<file path="src/rtl/branch_pkg.sv">
// Shared types and constants for conditional-branch resolution and the
// 2-bit predictor update path.
package branch_pkg;

  localparam logic [2:0] BR_EQ  = 3'b000;
  localparam logic [2:0] BR_NE  = 3'b001;
  localparam logic [2:0] BR_LT  = 3'b100;
  localparam logic [2:0] BR_GE  = 3'b101;
  localparam logic [2:0] BR_LTU = 3'b110;
  localparam logic [2:0] BR_GEU = 3'b111;

  // Must track the predictor table index width
  localparam int BP_TABLE_WIDTH = 3;

  typedef struct packed {
    logic        valid;
    logic [31:0] pc;
    logic [12:0] imm;
    logic [2:0]  funct3;
    logic        pred;
  } ex_branch_t;

  typedef struct packed {
    logic                      attempt;
    logic                      taken;
    logic [BP_TABLE_WIDTH-1:0] slice;
  } bp_update_t;

  // 010/011 are not conditional-branch encodings
  function automatic logic is_cond_branch(input logic [2:0] f3);
    return (f3 != 3'b010) && (f3 != 3'b011);
  endfunction

endpackage

</file>
<file path="src/rtl/branch_compare.sv">
// Combinational branch condition evaluator: (funct3, rs1, rs2) -> taken.
// Kept standalone so the EX ALU can reuse it.
module branch_compare
  import branch_pkg::*;
(
  input  logic [2:0]  i_funct3,
  input  logic [31:0] i_rs1,
  input  logic [31:0] i_rs2,
  output logic        o_taken
);

  logic w_eq;
  logic w_lt;
  logic w_ltu;

  assign w_eq  = (i_rs1 == i_rs2);
  assign w_lt  = ($signed(i_rs1) < $signed(i_rs2));
  assign w_ltu = (i_rs1 < i_rs2);

  always_comb begin
    o_taken = 1'b0;
    case (i_funct3)
      BR_EQ:   o_taken = w_eq;
      BR_NE:   o_taken = ~w_eq;
      BR_LT:   o_taken = w_lt;
      BR_GE:   o_taken = ~w_lt;
      BR_LTU:  o_taken = w_ltu;
      BR_GEU:  o_taken = ~w_ltu;
      default: o_taken = 1'b0;
    endcase
  end

endmodule

</file>
<file path="src/rtl/branch_resolve_unit.sv">
// EX-stage branch resolution: ID->EX register, mispredict flush/redirect,
// registered predictor update and saturating branch statistics.
module branch_resolve_unit
  import branch_pkg::*;
#(
  parameter int TABLE_WIDTH = 3,
  parameter int CNT_WIDTH   = 16
) (
  input  logic                   clk,
  input  logic                   rst,
  input  logic                   ID_Valid,
  input  logic                   ID_IsBranch,
  input  logic [31:0]            ID_PC,
  input  logic [12:0]            ID_Imm,
  input  logic [2:0]             ID_Funct3,
  input  logic                   ID_PredictBranchTaken,
  input  logic                   Stall,
  input  logic [31:0]            EX_Rs1Data,
  input  logic [31:0]            EX_Rs2Data,
  output logic                   EX_Flush,
  output logic [31:0]            EX_RedirectPC,
  output logic                   Upd_AttemptBranch,
  output logic                   Upd_BranchTaken,
  output logic [TABLE_WIDTH-1:0] Upd_PC_Slice,
  output logic [CNT_WIDTH-1:0]   BranchCount,
  output logic [CNT_WIDTH-1:0]   MispredictCount
);

  ex_branch_t           r_ex;
  bp_update_t           r_upd;
  logic [CNT_WIDTH-1:0] r_branch_cnt;
  logic [CNT_WIDTH-1:0] r_mis_cnt;

  logic        w_taken;
  logic        w_resolve;
  logic        w_mispredict;
  logic [31:0] w_imm_sext;
  logic [31:0] w_target;
  logic [31:0] w_fallthru;

  function automatic logic [CNT_WIDTH-1:0] sat_inc(input logic [CNT_WIDTH-1:0] v);
    return (&v) ? v : v + CNT_WIDTH'(1);
  endfunction

  // ID -> EX: a flush kills the wrong-path ID instruction even under Stall
  always_ff @(posedge clk or negedge rst) begin
    if (!rst) begin
      r_ex <= '0;
    end else if (EX_Flush) begin
      r_ex.valid <= 1'b0;
    end else if (!Stall) begin
      r_ex.valid  <= ID_Valid & ID_IsBranch;
      r_ex.pc     <= ID_PC;
      r_ex.imm    <= ID_Imm;
      r_ex.funct3 <= ID_Funct3;
      r_ex.pred   <= ID_PredictBranchTaken;
    end
  end

  branch_compare u_cmp (
    .i_funct3 (r_ex.funct3),
    .i_rs1    (EX_Rs1Data),
    .i_rs2    (EX_Rs2Data),
    .o_taken  (w_taken)
  );

  // EX resolution; a stalled branch resolves only once Stall drops
  assign w_resolve    = r_ex.valid & ~Stall & is_cond_branch(r_ex.funct3);
  assign w_mispredict = w_resolve & (w_taken != r_ex.pred);
  assign w_imm_sext   = {{19{r_ex.imm[12]}}, r_ex.imm};
  assign w_target     = r_ex.pc + w_imm_sext;
  assign w_fallthru   = r_ex.pc + 32'd4;

  assign EX_Flush      = w_mispredict;
  assign EX_RedirectPC = w_mispredict ? (w_taken ? w_target : w_fallthru) : 32'd0;

  // Predictor update and statistics, one edge after resolution
  always_ff @(posedge clk or negedge rst) begin
    if (!rst) begin
      r_upd        <= '0;
      r_branch_cnt <= '0;
      r_mis_cnt    <= '0;
    end else begin
      r_upd.attempt <= w_resolve;
      r_upd.taken   <= w_resolve & w_taken;
      r_upd.slice   <= w_resolve ? r_ex.pc[TABLE_WIDTH+1:2] : '0;
      if (w_resolve)    r_branch_cnt <= sat_inc(r_branch_cnt);
      if (w_mispredict) r_mis_cnt    <= sat_inc(r_mis_cnt);
    end
  end

  assign Upd_AttemptBranch = r_upd.attempt;
  assign Upd_BranchTaken   = r_upd.taken;
  assign Upd_PC_Slice      = r_upd.slice;
  assign BranchCount       = r_branch_cnt;
  assign MispredictCount   = r_mis_cnt;

endmodule

</file>
<file path="config.mk">
export PLATFORM = sky130hd
export DESIGN_NAME = branch_resolve_unit
export DESIGN_NICKNAME = d
export VERILOG_FILES = /design/src/rtl/branch_pkg.sv /design/src/rtl/branch_compare.sv /design/src/rtl/branch_resolve_unit.sv
export SDC_FILE = /design/constraint.sdc
export NUM_CORES = 1
export LEC_CHECK = 0
export ABC_AREA = 1
export CAP_MARGIN = 20
export CORE_MARGIN = 3
export CORE_UTILIZATION = 42
export CTS_CLUSTER_SIZE = 16
export DETAILED_ROUTE_END_ITERATION = 7
export PLACE_DENSITY = 0.69
export SLEW_MARGIN = 20
export SYNTH_ARGS = -nofsm -noshare
export SYNTH_HDL_FRONTEND = slang
export SYNTH_SLANG_ARGS = --single-unit
</file>
<file path="constraint.sdc">
create_clock -name clk -period 8.87 [get_ports clk]
set_input_delay 2.2175 -clock clk [delete_from_list [all_inputs] [get_ports clk]]
set_output_delay 2.2175 -clock clk [all_outputs]
set_load 0.01 [all_outputs]
</file>
Word-level counts from Yosys, hierarchy flattened
Cells that the tools add are included.

Register bits after elaboration: 87. Output and inout port bits: 70.

Add/sub/neg operators: 4. Magnitude comparators: 2. Equality and inequality tests: 10. Muxes and demuxes: 6. Bitwise gates (word level): 12. Reduce and logical (&&, ||, !) cells: 7.

Operators with widths (number): 32-bit less-than comparator (2); 32-bit two-way mux (2); 50-bit two-way mux (1); 16-bit by 1-bit adder with 16-bit output (second input constant) (2); 32-bit by 3-bit adder with 32-bit output (second input constant) (1); 32-bit adder (1); 32-bit == test (1); 16-bit AND reduction (2); 3-bit == test (second input constant) (4); 1-bit NOT (7); 3-bit by 2-bit != test with 1-bit output (second input constant) (2); 1-bit case mux with 6 select lines (1); 2-bit AND reduction (3); 1-bit AND (5); 3-bit by 1-bit == test with 1-bit output (second input constant) (1); 3-bit zero test (1); 3-bit two-way mux (1); 2-bit by 1-bit != test with 1-bit output (second input constant) (1); 1-bit logical AND (1); 1-bit two-way mux (1); 1-bit != test (1).

Depth between registers and ports, before layout
Depth in word-level cells: 7. Depth in mapped cells: 24. Gate-level depth less buffers: 22.

Cells and area by module
A second synthesis with hierarchy kept.

Cell total of the unflattened synthesis: 1299. Area, all modules: 8232.9 um^2.

Modules (own cells, without submodules): branch_resolve_unit (times used 1, cells each 1130, area an instance 7241.9 um^2); branch_compare (times used 1, cells each 169, area an instance 991.0 um^2).

Worst setup path before layout
No wires, ideal clock.

Path kind: in2out. From: input EX_Rs2Data[19]. To: output EX_RedirectPC[12]. Arrival time: 4.149 ns. Required time: 6.653 ns. Path slack: 2.504 ns. Cell stages on the path: 14. Path buffers: 2. Cell sequence: inv_1 -> ha_1 -> a21o_1 -> o21ai_1 -> nand2_1 -> a21oi_2 -> nand3_1 -> a21oi_4 -> nand2_2 -> nand2_1 -> nand3_2 -> buf_6 -> buf_2 -> a21oi_1.

Word-level cells in the longest chain between the ends: 6. Elaborated cells between the ends (all ways): 11. Those cells by class: 2 x order compare; 2 x eq/ne; 3 x mux; 4 x bitwise.

RTL lines: start, declared (line branch_resolve_unit.sv:19) `input logic [31:0] EX_Rs2Data,`; 32-bit less-than comparator (tied with other cells) (line branch_compare.sv:18) `assign w_ltu = (i_rs1 < i_rs2);`; 1-bit NOT, on equally long branches (line branch_compare.sv:28, branch_compare.sv:24, branch_compare.sv:26); 1-bit case mux with 6 select lines * (line branch_compare.sv:22) `case (i_funct3)`; 1-bit != test (line branch_resolve_unit.sv:69) `assign w_mispredict = w_resolve & (w_taken != r_ex.pred);`; 1-bit AND (line branch_resolve_unit.sv:69); 32-bit two-way mux * (line branch_resolve_unit.sv:75) `assign EX_RedirectPC = w_mispredict ? (w_taken ? w_target : w_fallthru) : 32'd0;`; end, declared (line branch_resolve_unit.sv:21) `output logic [31:0] EX_RedirectPC,`.

Every way passes the cells marked *; elsewhere a longest branch is shown, timed or not.

Final worst setup path
From: input EX_Rs2Data[31]. To: output EX_RedirectPC[24].

Same word-level chain as after synthesis.

==> impl_metrics.json <==
{
  "clk_pin_slew_ns": 0.06,
  "drive_above_1_share": 0.0362,
  "cp_max_fo": 34,
  "power.clock.fraction": 0.255,
  "hold_viol": 0,
  "period_share": 0.906,
  "hold_ws_ns": 0.480,
  "drv_slew": 0,
  "whs_path_depth": 2,
  "viasPerCell": 5.12,
  "rows": 49,
  "synth.most_common_cell": "nand2_1",
  "die_area_sq_mm": 0.0204,
  "clock_skew_ns": 0.00950,
  "path_class": "in2out",
  "maxCapViolations": 0,
  "synthFlopType": "dfrtp_1",
  "syn2layout_area_growth_pct": 29.7,
  "syn_avg_cell_area_sq_um": 6.69,
  "drt_wl_total_microns": 23100,
  "reg2reg_depth": 7,
  "yosysTopAreaCellShare": 0.277,
  "place_congestion": 0.933,
  "ir_worst_vdd_mv": 0.141,
  "design_area_sq_mm": 0.0102,
  "clock_sinks": 87,
  "synth_edf_count": 0,
  "power_density_mw_per_mm2": 151,
  "antenna_left": 0,
  "p_leak_nw": 4.95,
  "setup_viol": 0,
  "tritoncts": "done",
  "post_cts_buffers": 0,
  "synthesis.nets": 1360,
  "cts.repair.resized": 0,
  "switching_share": 0.395,
  "relSlewSlack": 0.333,
  "synth.cell_area_sq_mm": 0.00786,
  "worst_slew_pin_slew_ns": 1.00,
  "p_int_mw": 0.932,
  "start_util": 0.433,
  "syn_inst": 1175,
  "combPwrFrac": 0.415,
  "hold_buffers": 0,
  "p_sw_mw": 0.609,
  "synth_cell_type_count": 41,
  "endpoint_kind": "output pin",
  "core-area_sq_mm": 0.0181,
  "yosys_warnings": 0,
  "io_buffers": 187,
  "wl_per_cell_microns": 14.6,
  "clk_root_buffer_cell": "clkbuf_16",
  "status": "completed",
  "die_y_microns": 143,
  "postLayoutCoreUtil": 0.562,
  "n_antenna_cell": 0,
  "nets": 1533,
  "share_seq_of_total_power": 0.330,
  "grt_pass1_wl_microns": 37600,
  "max_freq_mhz": 124,
  "setup_tns_ns": 0,
  "grt_pass1_vias": 7849,
  "rsz0062_at_grt": "false",
  "firstDrtPassIters": 5,
  "synthArstFlopShare": 1.00,
  "min_path_type": "reg2reg",
  "layout_min_cycle_time_ns": 8.04,
  "dr_total_vias": 8105,
  "drc": 0,
  "grt_max_degree": 69,
  "numCtsBuffers": 9,
  "crit_arrival_ns": 5.82,
  "ios": 188,
  "synth_common_cells": "336 x nand2_1, 141 x inv_1, 117 x nor2_1",
  "ys_seq_elements": 87,
  "ys_seq_area_frac": 0.277,
  "grt.overflow.total": 0,
  "placed_area_sq_mm": 0.00989,
  "clk_latency_ns": 0.34,
  "antenna_found_initial": 1,
  "yosys.area.top_type": "dfrtp_1",
  "drt_iter0_drc": 333,
  "cp-start-kind": "primary input",
  "synth_area_leaders": "dfrtp_1 28%, nand2_1 16%, ha_1 11%",
  "ctsHtreeMaxLevel": 3,
  "die_x_microns": 143,
  "dp_hpwl_microns": 18500,
  "clk_path_buf_depth": 2,
  "cp.required_ns": 6.65,
  "grtUsageTotal": 0.226
}
==> state kept, by name, summed over array words and instances, names as in the netlist <==
name               cells
Upd_AttemptBranch      1
BranchCount           16
Upd_PC_Slice           3
r_ex                  50
Upd_BranchTaken        1
MispredictCount       16
==> metrics by stage <==
stage                     instances  total power, mW  worst slack (ns)
final                          1582             1.54             0.831
after global routing           1582             1.66             0.461
after CTS                      1582             1.55             0.817
after detailed placement       1566             1.15             0.826
after global placement         1566             1.14             0.829
after floorplan                1175            0.916              2.50
==> cell usage in the layout, fill, tap and decap left out, types with 2 or more instances in the layout <==
cell type        Yosys  final
a31o_2               2      2
nor2_2               3      3
a21o_1               3      3
nand4_1             31     31
ha_1                66     66
nor2_4               2      2
nand3_2              3      3
nor4_1              15     15
nor3_1              20     20
a31oi_1              7      7
xnor2_1             21     21
inv_6                0      2
inv_8                0      2
clkbuf_16            0      9
o221ai_1             2      2
inv_1              141    141
a21boi_0             2      2
a21oi_2              2      2
nor2_1             117    117
nand3_1             98     98
xor2_1              44     44
o21a_1               3      3
nand2_2              7      7
o21ai_0             46     46
o21ai_1              2      2
a221oi_1             2      2
o21bai_1             4      4
buf_4                5      6
clkdlybuf4s50_1      0    186
nand2_1            336    336
o211ai_1             2      2
dfrtp_1             87     87
or2_2                5      5
nor3b_1              3      3
a21oi_1             62     62
==> worst max-delay path, cell delays in order <==
cell and delay [ns]:
clkdlybuf4s50_1 0.45, inv_1 0.04, ha_1 0.33, a21oi_1 0.18, o21a_1 0.13, nand2_1 0.06, a21oi_2 0.18, nand3_1 0.16
a21oi_4 0.20, nand2_2 0.07, inv_1 0.72, o21ai_0 0.34, o21ai_0 0.17, nor2_1 0.06, clkdlybuf4s50_1 0.49
==> metal layers <==
layer | vias to the layer above | wire length [microns] | global-route usage
li1 | 4195 | - | -
met1 | 3697 | 10500 | 0.292
met2 | 183 | 10900 | 0.390
met3 | 28 | 1410 | 0.0496
met4 | 2 | 281 | 0.0460
met5 | - | 13 | 0
==> logic make-up after synthesis <==
group           share of synthesized area
xor+xnor                           0.0724
fa+ha+maj                           0.108
compound gates                      0.101
simple gates                        0.353
buf+inv                            0.0893
flops                               0.277
==> path summary, 6_finish.rpt <==
path	start	to	slack, ns
worst max-delay path	EX_Rs2Data[31]	EX_RedirectPC[24]	0.83
worst min-delay path	r_ex[49]	r_ex[49]	0.48
worst max register to register	r_ex[3]	r_ex[4]	5.52
worst min register to register	r_ex[49]	r_ex[49]	0.48
max in group asynchronous	rst	BranchCount[13]	5.98
min in group asynchronous	rst	r_ex[10]	1.74
==> power groups by stage <==
stage | Combinational [mW] | Sequential [mW] | Clock, mW
6_report | 0.640 | 0.509 | 0.393
5_1_grt | 0.723 | 0.515 | 0.420
4_1_cts | 0.639 | 0.507 | 0.405
3_5_place_dp | 0.635 | 0.513 | 0
3_3_place_gp | 0.630 | 0.513 | 0
2_1_floorplan | 0.417 | 0.499 | 0
==> layout make-up <==
type	instances	area [sq um]
multi-input combinational	916	4980
clock buffer	9	225
inverter	142	533
tap	229	287
timing repair buffer	192	1910
clock inverter	7	86.3
sequential	87	2180
fill	1820	7950
No activity file was read; power rests on OpenSTA's default activity.
